## src/rtl/spi_wb_top.sv

```systemverilog
// Wishbone-slave SPI master for a serial EEPROM: four registers, mode-0 SPI engine
// with programmable half-period, up to 4 TX bytes followed by up to 3 RX bytes.
module spi_wb_top #(
  parameter logic [7:0] DIV_DEFAULT = 8'd4
) (
  input  logic        CLK_I,
  input  logic        RST_I,
  input  logic [7:0]  ADR_I,
  input  logic        CYC_I,
  input  logic        STB_I,
  input  logic        WE_I,
  input  logic [31:0] DAT_I,
  output logic [31:0] DAT_O,
  output logic        ACK_O,
  input  logic        SPI_MISO,
  output logic        SPI_MOSI,
  output logic        SPI_CLK,
  output logic        SPI_CS_N,
  output logic        SPI_WP_N,
  output logic        SPI_HOLD_N,
  output logic        SPI_RESET
);

  typedef enum logic [1:0] {S_IDLE, S_SETUP, S_SHIFT, S_HOLD} state_t;

  state_t      r_state;
  logic        r_ack, r_hold;
  logic [31:0] r_dat, r_tx, r_ctrl, r_rx, r_sh;
  logic        r_busy, r_done;
  logic [7:0]  r_div, r_hcnt;
  logic [5:0]  r_nbits, r_txbits, r_bit;
  logic        r_cs_n, r_sck, r_mosi;

  logic        w_acc, w_wr_cfg, w_start, w_tick, w_rx_phase;
  logic [2:0]  w_txcnt, w_nbytes;
  logic [1:0]  w_rxcnt;
  logic [31:0] w_rd;

  // A new access is accepted only once STB_I has dropped after the previous ACK.
  assign w_acc    = CYC_I & STB_I & ~r_ack & ~r_hold;
  assign w_wr_cfg = w_acc & WE_I & ~r_busy;
  assign w_txcnt  = (DAT_I[2:0] > 3'd4) ? 3'd4 : DAT_I[2:0];
  assign w_rxcnt  = DAT_I[4:3];
  assign w_nbytes = w_txcnt + {1'b0, w_rxcnt};
  assign w_start  = w_wr_cfg && (ADR_I == 8'h02) && DAT_I[8] && (w_nbytes != 3'd0);
  assign w_tick   = (r_hcnt == r_div);
  assign w_rx_phase = (r_bit >= r_txbits);

  always_comb begin
    w_rd = '0;
    case (ADR_I)
      8'h00:   w_rd = {30'd0, r_done, r_busy};
      8'h01:   w_rd = r_tx;
      8'h02:   w_rd = r_ctrl;
      8'h03:   w_rd = r_rx;
      default: w_rd = '0;
    endcase
  end

  always_ff @(posedge CLK_I) begin
    if (!RST_I) begin
      r_ack  <= 1'b0;
      r_hold <= 1'b0;
      r_dat  <= '0;
      r_tx   <= '0;
      r_ctrl <= {8'h00, DIV_DEFAULT, 16'h0000};
    end else begin
      r_ack  <= w_acc;
      r_hold <= STB_I & (r_hold | r_ack);
      r_dat  <= w_acc ? w_rd : '0;
      if (w_wr_cfg && (ADR_I == 8'h01)) r_tx   <= DAT_I;
      if (w_wr_cfg && (ADR_I == 8'h02)) r_ctrl <= DAT_I;
    end
  end

  always_ff @(posedge CLK_I) begin
    if (!RST_I) begin
      r_state  <= S_IDLE;
      r_cs_n   <= 1'b1;
      r_sck    <= 1'b0;
      r_mosi   <= 1'b0;
      r_busy   <= 1'b0;
      r_done   <= 1'b0;
      r_rx     <= '0;
      r_sh     <= '0;
      r_div    <= '0;
      r_hcnt   <= '0;
      r_bit    <= '0;
      r_nbits  <= '0;
      r_txbits <= '0;
    end else begin
      case (r_state)
        S_IDLE: begin
          if (w_start) begin
            r_state  <= S_SETUP;
            r_cs_n   <= 1'b0;
            r_busy   <= 1'b1;
            r_done   <= 1'b0;
            r_rx     <= '0;
            r_div    <= DAT_I[23:16];
            r_hcnt   <= '0;
            r_bit    <= '0;
            r_nbits  <= {w_nbytes, 3'b000};
            r_txbits <= {w_txcnt, 3'b000};
            r_mosi   <= (w_txcnt != 3'd0) & r_tx[31];
            r_sh     <= {r_tx[30:0], 1'b0};
          end
        end
        S_SETUP: begin
          if (w_tick) begin
            r_state <= S_SHIFT;
            r_sck   <= 1'b1;
            r_hcnt  <= '0;
            if (w_rx_phase) r_rx <= {r_rx[30:0], SPI_MISO};
          end else begin
            r_hcnt <= r_hcnt + 8'd1;
          end
        end
        S_SHIFT: begin
          if (w_tick) begin
            r_hcnt <= '0;
            if (r_sck) begin
              r_sck <= 1'b0;
              r_bit <= r_bit + 6'd1;
              if ((r_bit + 6'd1) < r_txbits) begin
                r_mosi <= r_sh[31];
                r_sh   <= {r_sh[30:0], 1'b0};
              end else begin
                r_mosi <= 1'b0;
              end
            end else if (r_bit == r_nbits) begin
              r_state <= S_HOLD;
            end else begin
              r_sck <= 1'b1;
              if (w_rx_phase) r_rx <= {r_rx[30:0], SPI_MISO};
            end
          end else begin
            r_hcnt <= r_hcnt + 8'd1;
          end
        end
        S_HOLD: begin
          if (w_tick) begin
            r_state <= S_IDLE;
            r_cs_n  <= 1'b1;
            r_busy  <= 1'b0;
            r_done  <= 1'b1;
          end else begin
            r_hcnt <= r_hcnt + 8'd1;
          end
        end
        default: r_state <= S_IDLE;
      endcase
    end
  end

  assign DAT_O      = r_dat;
  assign ACK_O      = r_ack;
  assign SPI_MOSI   = r_mosi;
  assign SPI_CLK    = r_sck;
  assign SPI_CS_N   = r_cs_n;
  assign SPI_WP_N   = 1'b1;
  assign SPI_HOLD_N = 1'b1;
  assign SPI_RESET  = ~RST_I;

endmodule

```

## config.mk

```make
export PLATFORM = sky130hd
export DESIGN_NAME = spi_wb_top
export DESIGN_NICKNAME = d
export VERILOG_FILES = /design/src/rtl/spi_wb_top.sv
export SDC_FILE = /design/constraint.sdc
export NUM_CORES = 1
export LEC_CHECK = 0
export ABC_CLOCK_PERIOD_IN_PS = 3600
export BUFFER_PORTS_ARGS = -buffer_cell sky130_fd_sc_hd__clkbuf_2
export CAP_MARGIN = 20
export CORE_AREA = 2 2 138 167
export DETAILED_ROUTE_END_ITERATION = 8
export DIE_AREA = 0 0 140 169
export GPL_TIMING_DRIVEN = 0
export PLACE_DENSITY = 0.61
export SETUP_SLACK_MARGIN = 0.15
export SLEW_MARGIN = 20
export SYNTH_ARGS = -nofsm -noshare
export SYNTH_HDL_FRONTEND = slang
export SYNTH_SLANG_ARGS = --single-unit
```

## constraint.sdc

```tcl
create_clock -name CLK_I -period 3.6 [get_ports CLK_I]
set_clock_uncertainty 0.2 [all_clocks]
set_input_delay 0.72 -clock CLK_I [delete_from_list [all_inputs] [get_ports CLK_I]]
set_output_delay 0.72 -clock CLK_I [all_outputs]
set_load 0.02 [all_outputs]
```

=== After elaboration in Yosys (flattened, before gate mapping) ===
Index checks and enable logic that the tools add are counted.

* Flip-flop bits (word level): 197
* Input bits: 46
* Logic and storage cells: 120

* Add/sub/neg operators: 3
* Magnitude comparators: 3
* Equality and inequality tests: 18
* Multiplexer cells: 44
* Bitwise operators: 12
* Reduce and logical (&&, ||, !) cells: 22

{| class="wikitable"
|+ Operators with widths
! kind !! number
|-
| 2-to-1 mux 32 bit || 10
|-
| one-hot mux 32 bit (4 select lines) || 1
|-
| one-hot mux 32 bit (3 select lines) || 1
|-
| one-hot mux 32 bit (2 select lines) || 1
|-
| 2-to-1 mux 8 bit || 3
|-
| one-hot mux 8 bit (3 select lines) || 1
|-
| != test 2 bit, second input constant || 10
|-
| 2-to-1 mux 6 bit || 3
|-
| == test 8 x 2 -> 1 bit, second input constant || 2
|-
| 2-to-1 mux 2 bit || 6
|-
| one-hot mux 6 bit (2 select lines) || 1
|-
| AND reduction 6 bit || 2
|-
| 2-to-1 mux 1 bit || 11
|-
| nonzero test 3 bit || 3
|-
| adder 8 x 1 -> 8 bit, second input constant || 1
|-
| == test 8 x 1 -> 1 bit, second input constant || 1
|-
| == test 8 bit || 1
|-
| zero test 8 bit || 1
|-
| one-hot mux 1 bit (2 select lines) || 4
|-
| one-hot mux 2 bit (4 select lines) || 1
|-
| bitwise AND 1 bit || 7
|-
| adder 6 x 1 -> 6 bit, second input constant || 1
|-
| == test 6 bit || 1
|-
| greater-or-equal comparator 6 bit || 1
|-
| other kinds (16) || 28
|}

=== Longest topological paths before layout ===
* Depth in word-level cells: 10
* Gate-level depth with buffers: 12
* Depth with buffers taken out: 10

=== Least setup slack after synthesis ===
No wires, ideal clock.

* Kind: input to register
* Start point: input DAT_I[0]
* End point: register r_sh[10]
* Setup time: 0.081 ns
* Data arrival time: 2.813 ns
* Setup slack: 0.506 ns
* Stages on the path: 12
* Path buffers: 3
* Cell sequence: nor2b_1 > ha_1 > inv_1 > fa_1 > inv_1 > o31a_1 > a21bo_2 > buf_4 > and2_1 > buf_2 > buf_6 > a211oi_2

* Cells in the longest elaborated chain, start to end: 7

{| class="wikitable"
|+ RTL lines
! what !! line !! RTL
|-
| start: declaration || 12 || <nowiki>input logic [31:0] DAT_I,</nowiki>
|-
| greater-than comparator 3 bit || 42 || <nowiki>assign w_txcnt = (DAT_I[2:0] > 3'd4) ? 3'd4 : DAT_I[2:0];</nowiki>
|-
| 2-to-1 mux 3 bit (*) || 42 ||
|-
| adder 3 x 2 -> 3 bit (*) || 44 || <nowiki>assign w_nbytes = w_txcnt + {1'b0, w_rxcnt};</nowiki>
|-
| nonzero test 3 bit (*) || 45 || <nowiki>assign w_start = w_wr_cfg && (ADR_I == 8'h02) && DAT_I[8] && (w_nbytes != 3'd0);</nowiki>
|-
| logical AND 1 bit (*) || 45 ||
|-
| != test 2 bit (no line) (*) || - ||
|-
| AND reduction 5 bit (no line) (*) || - ||
|-
| end signal: assignment || 106 || <nowiki>r_sh <= {r_tx[30:0], 1'b0};</nowiki>
|-
| end signal: assignment || 127 || <nowiki>r_sh <= {r_sh[30:0], 1'b0};</nowiki>
|-
| end: declaration || 28 || <nowiki>logic [31:0] r_dat, r_tx, r_ctrl, r_rx, r_sh;</nowiki>
|}

Every way passes the cells marked *; elsewhere a longest branch is shown, timed or not.
A chain may end at the register's enable or synchronous reset.

=== Worst setup path in the final report ===
* Start point: input DAT_I[2]
* End point: register r_sh[17]

* Cells in the longest elaborated chain, start to end: 7

{| class="wikitable"
|+ RTL lines
! what !! line !! RTL
|-
| greater-than comparator 3 bit || 42 ||
|-
| 2-to-1 mux 3 bit || 42 ||
|-
| net w_txcnt[0] || 35 || <nowiki>logic [2:0] w_txcnt, w_nbytes;</nowiki>
|-
| adder 3 x 2 -> 3 bit || 44 ||
|-
| nonzero test 3 bit || 45 ||
|-
| logical AND 1 bit || 45 ||
|-
| != test 2 bit (no line) || - ||
|-
| AND reduction 5 bit (no line) || - ||
|}

The timed path passes the listed nets, and every way through them passes these cells.

==> out/qor.txt <==
Final Hold Vio Count = 0
Post-CTS setup buffers = 0
PwrDens = 426 nW/um^2
Worst min path class = reg2reg
WS Path Type = in2reg
Vias in the first global route = 7072
Synth Area in Adders = 0.0210
Syn Area/Cell = 9.05 sq um
RD Place Congestion = 0.836
Rel. slew slack = 0.500
Root buf cell = clkbuf_16
Clock latency on the worst-skew pair = 0.44 ns
Max Fclk = 320 MHz
Seq cells post-synth = 196
Die ar. = 23700 sq um
Largest net degree at the start of global routing = 21
Largest area contributor in the netlist = dfxtp_1
Num CTS Buffers = 17
TritonCTS clock tree = built
Worst-path maximum fanout = 10
Drt wl/cell = 17.8 um
VDD IR-drop max = 0.362 mV
Sinks on Clock Net = 196
Starting Density = 0.393
Filler cells = 2150
Buf/Inv on CP = 4
Final setup vio count = 0
Largest family of logic cells by synthesized area = compound AO/OA/AOI/OAI gates
Initial antenna violation count = 0
Power Total = 0.00427 W
P&R area growth vs syn = 15.4%
First-pass GRT wire length = 38300 um
Fin cells = 1353
GRT overflow = 0
Compound-Gate Fraction of Synth Area = 0.171
Failing checks = design-rule violations
Most common cell in the netlist = dfxtp_1
Reg area = 3920 sq um
Port-buffer cells = 80
Detailed Route Iter0 Violations = 488
Netlist cell types = 64
Cell Chain, Critical Path = clkbuf_2 > nor2b_1 > ha_1 > inv_1 > fa_1 > xnor2_1 > o31a_1 > a21bo_2 > buf_4 > clkbuf_1 > a21oi_1 > a211oi_2
CTS Hold Bufs = 0
Warnings from Yosys = 0
Global Route Usage Sum = 0.206
Pre-antenna DRT Iters = 7
# DRC = 5
Outcome = finished, violations left
Vias post-DR = 7267
Number of synthesized flops with an enable pin = 0
Ys flop type = dfxtp_1
CP Capture Type = register
Fin nets = 1121
Post-Route WL = 24000 um
Clk slew on worst S/H paths = 0.08 ns
Synth Area in Simple Gates = 0.169
Area contributors post-synth = dfxtp_1, nand2_1, mux2i_1, a21oi_1, a211oi_2
# rows = 60
Slowest-stage cell, CP = clkbuf_1
Post-synth top cells = dfxtp_1, nand2_1, a21oi_1
Worst Setup Start Kind = input port
Setup TNS = 0 ns
Max Cap Viol = 0
Antenna-violating nets left = 0
Tcrit/Tclk final = 0.868
CP max stage delay = 0.39 ns
Chip Height = 169 um
Post-CTS sizing = 0
CTS max path bufs = 2
Fin crit period = 3.13 ns
Cell Area, Synth = 8690 sq um
Yosys top cell area share = 0.451
Worst EP arrival = 3.28 ns
Worst-Margin Slew = 0.750 ns
Total core area = 22100 sq um
XOR/XNOR Fraction of Synth Area = 0.0191
RSZ-0062 raised after global routing = false
P_leak = 3.65 nW
Synth Instances = 961
# IOs = 85
HPWL after DPL = 17000 um
Placed cells = 1321
Drt via density = 5.37
Die W = 140 um
Post-synthesis mux area share = 0.118
Layout cells sized above 1 = 0.196
CTS H-tree depth = 4
Required time of the worst setup path = 3.75 ns
CP delay by family, top = compound AO/OA/AOI/OAI gates
Slew Limit Fails = 0
Diodes inserted = 0
Area of the multi-input gates = 4340 sq um
Async SR Flop Fraction = 0
Sequential-to-total area share from yosys stat = 0.451
## metal layers
metal	vias up	part of all wire	track usage
met3	39	0.045	0.0300
met2	194	0.48	0.349
met5	-	0	0
met4	0	0.027	0.0791
li1	3528	-	-
met1	3506	0.45	0.266
## cell families (layout without fill, tap and decap cells)
family,after synthesis,count (layout)
AO/OA/AOI/OAI,215,215
XOR/XNOR,19,19
adder cells (fa/ha/maj),14,14
buffers and inverters,95,207
flip-flops,196,196
multiplexers,96,96
other,1,2
AND/OR/NAND/NOR,325,325
## flip-flops by register name (all words and copies together), names as in the netlist, 2 cells and up
register / cells
r_tx: 32
DAT_O: 32
r_div: 8
r_bit: 6
r_sh: 31
r_ctrl: 32
r_state: 2
r_hcnt: 8
r_txbits: 3
r_rx: 32
r_nbits: 3
## cell usage in the layout (no fill, tap or decap), types with 3 or more instances in the layout
cell and instances:
clkbuf_2 80, inv_1 14, a211oi_1 3, a22oi_1 32
clkbuf_16 17, a211oi_2 29, buf_4 5, clkinvlp_4 3
nand2_1 193, and3_1 4, clkinv_8 3, o21ai_0 12
or3_1 3, dfxtp_1 196, nor3_1 3, xor2_1 12
a21oi_1 114, mux2_2 30, clkbuf_1 53, ha_1 13
xnor2_1 7, nand3b_1 5, nor2_1 46, and2_1 6
buf_2 10, nand3_1 42, mux2i_1 64, buf_6 6
clkinv_4 4, buf_1 6, nor2b_1 4, inv_8 4
a22o_1 4
## power by group
part / internal, W / total [W] / switching [W]
sequential: 0.00217 / 0.00218 / 0.00000474
clock: 0.000927 / 0.00189 / 0.000963
combinational: 0.0000603 / 0.000205 / 0.000144
total: 0.00316 / 0.00427 / 0.00111
## tightest hold or removal path, stage by stage, from the launching register on
cell and delay, ns:
dfxtp_1 0.31, nand2_1 0.05, a21oi_1 0.05
## area by class of cell
type	count	area share
Tap cell	279	0.0348
Clock inverter	15	0.0160
Sequential cell	196	0.391
Timing Repair Buffer	80	0.0399
Inverter	15	0.00561
Multi-Input combinational cell	671	0.433
Buffer	80	0.0375
Clock buffer	17	0.0424
## worst paths after layout
check | slack (ns) | endpoint | cells past startpoint | startpoint
max | 0.47 | r_sh[17] | 12 | DAT_I[2]
min | 0.25 | r_txbits[5] | 2 | r_txbits[5]
min reg2reg | 0.25 | r_txbits[5] | 2 | r_txbits[5]
max reg2reg | 0.59 | r_sh[17] | 11 | r_bit[4]
## per-stage QoR
stage	hold slack [ns]	util	area, sq um	setup WS [ns]
6_report	0.252	0.453	10000	0.474
5_1_grt	0.273	0.453	10000	0.328
4_1_cts	0.255	0.453	10000	0.498
3_5_place_dp	0.244	0.427	9450	0.0835
3_3_place_gp	0.238	0.427	9450	0.107
2_1_floorplan	0.228	-	8700	0.506
Power figures use the tool's default switching activity.
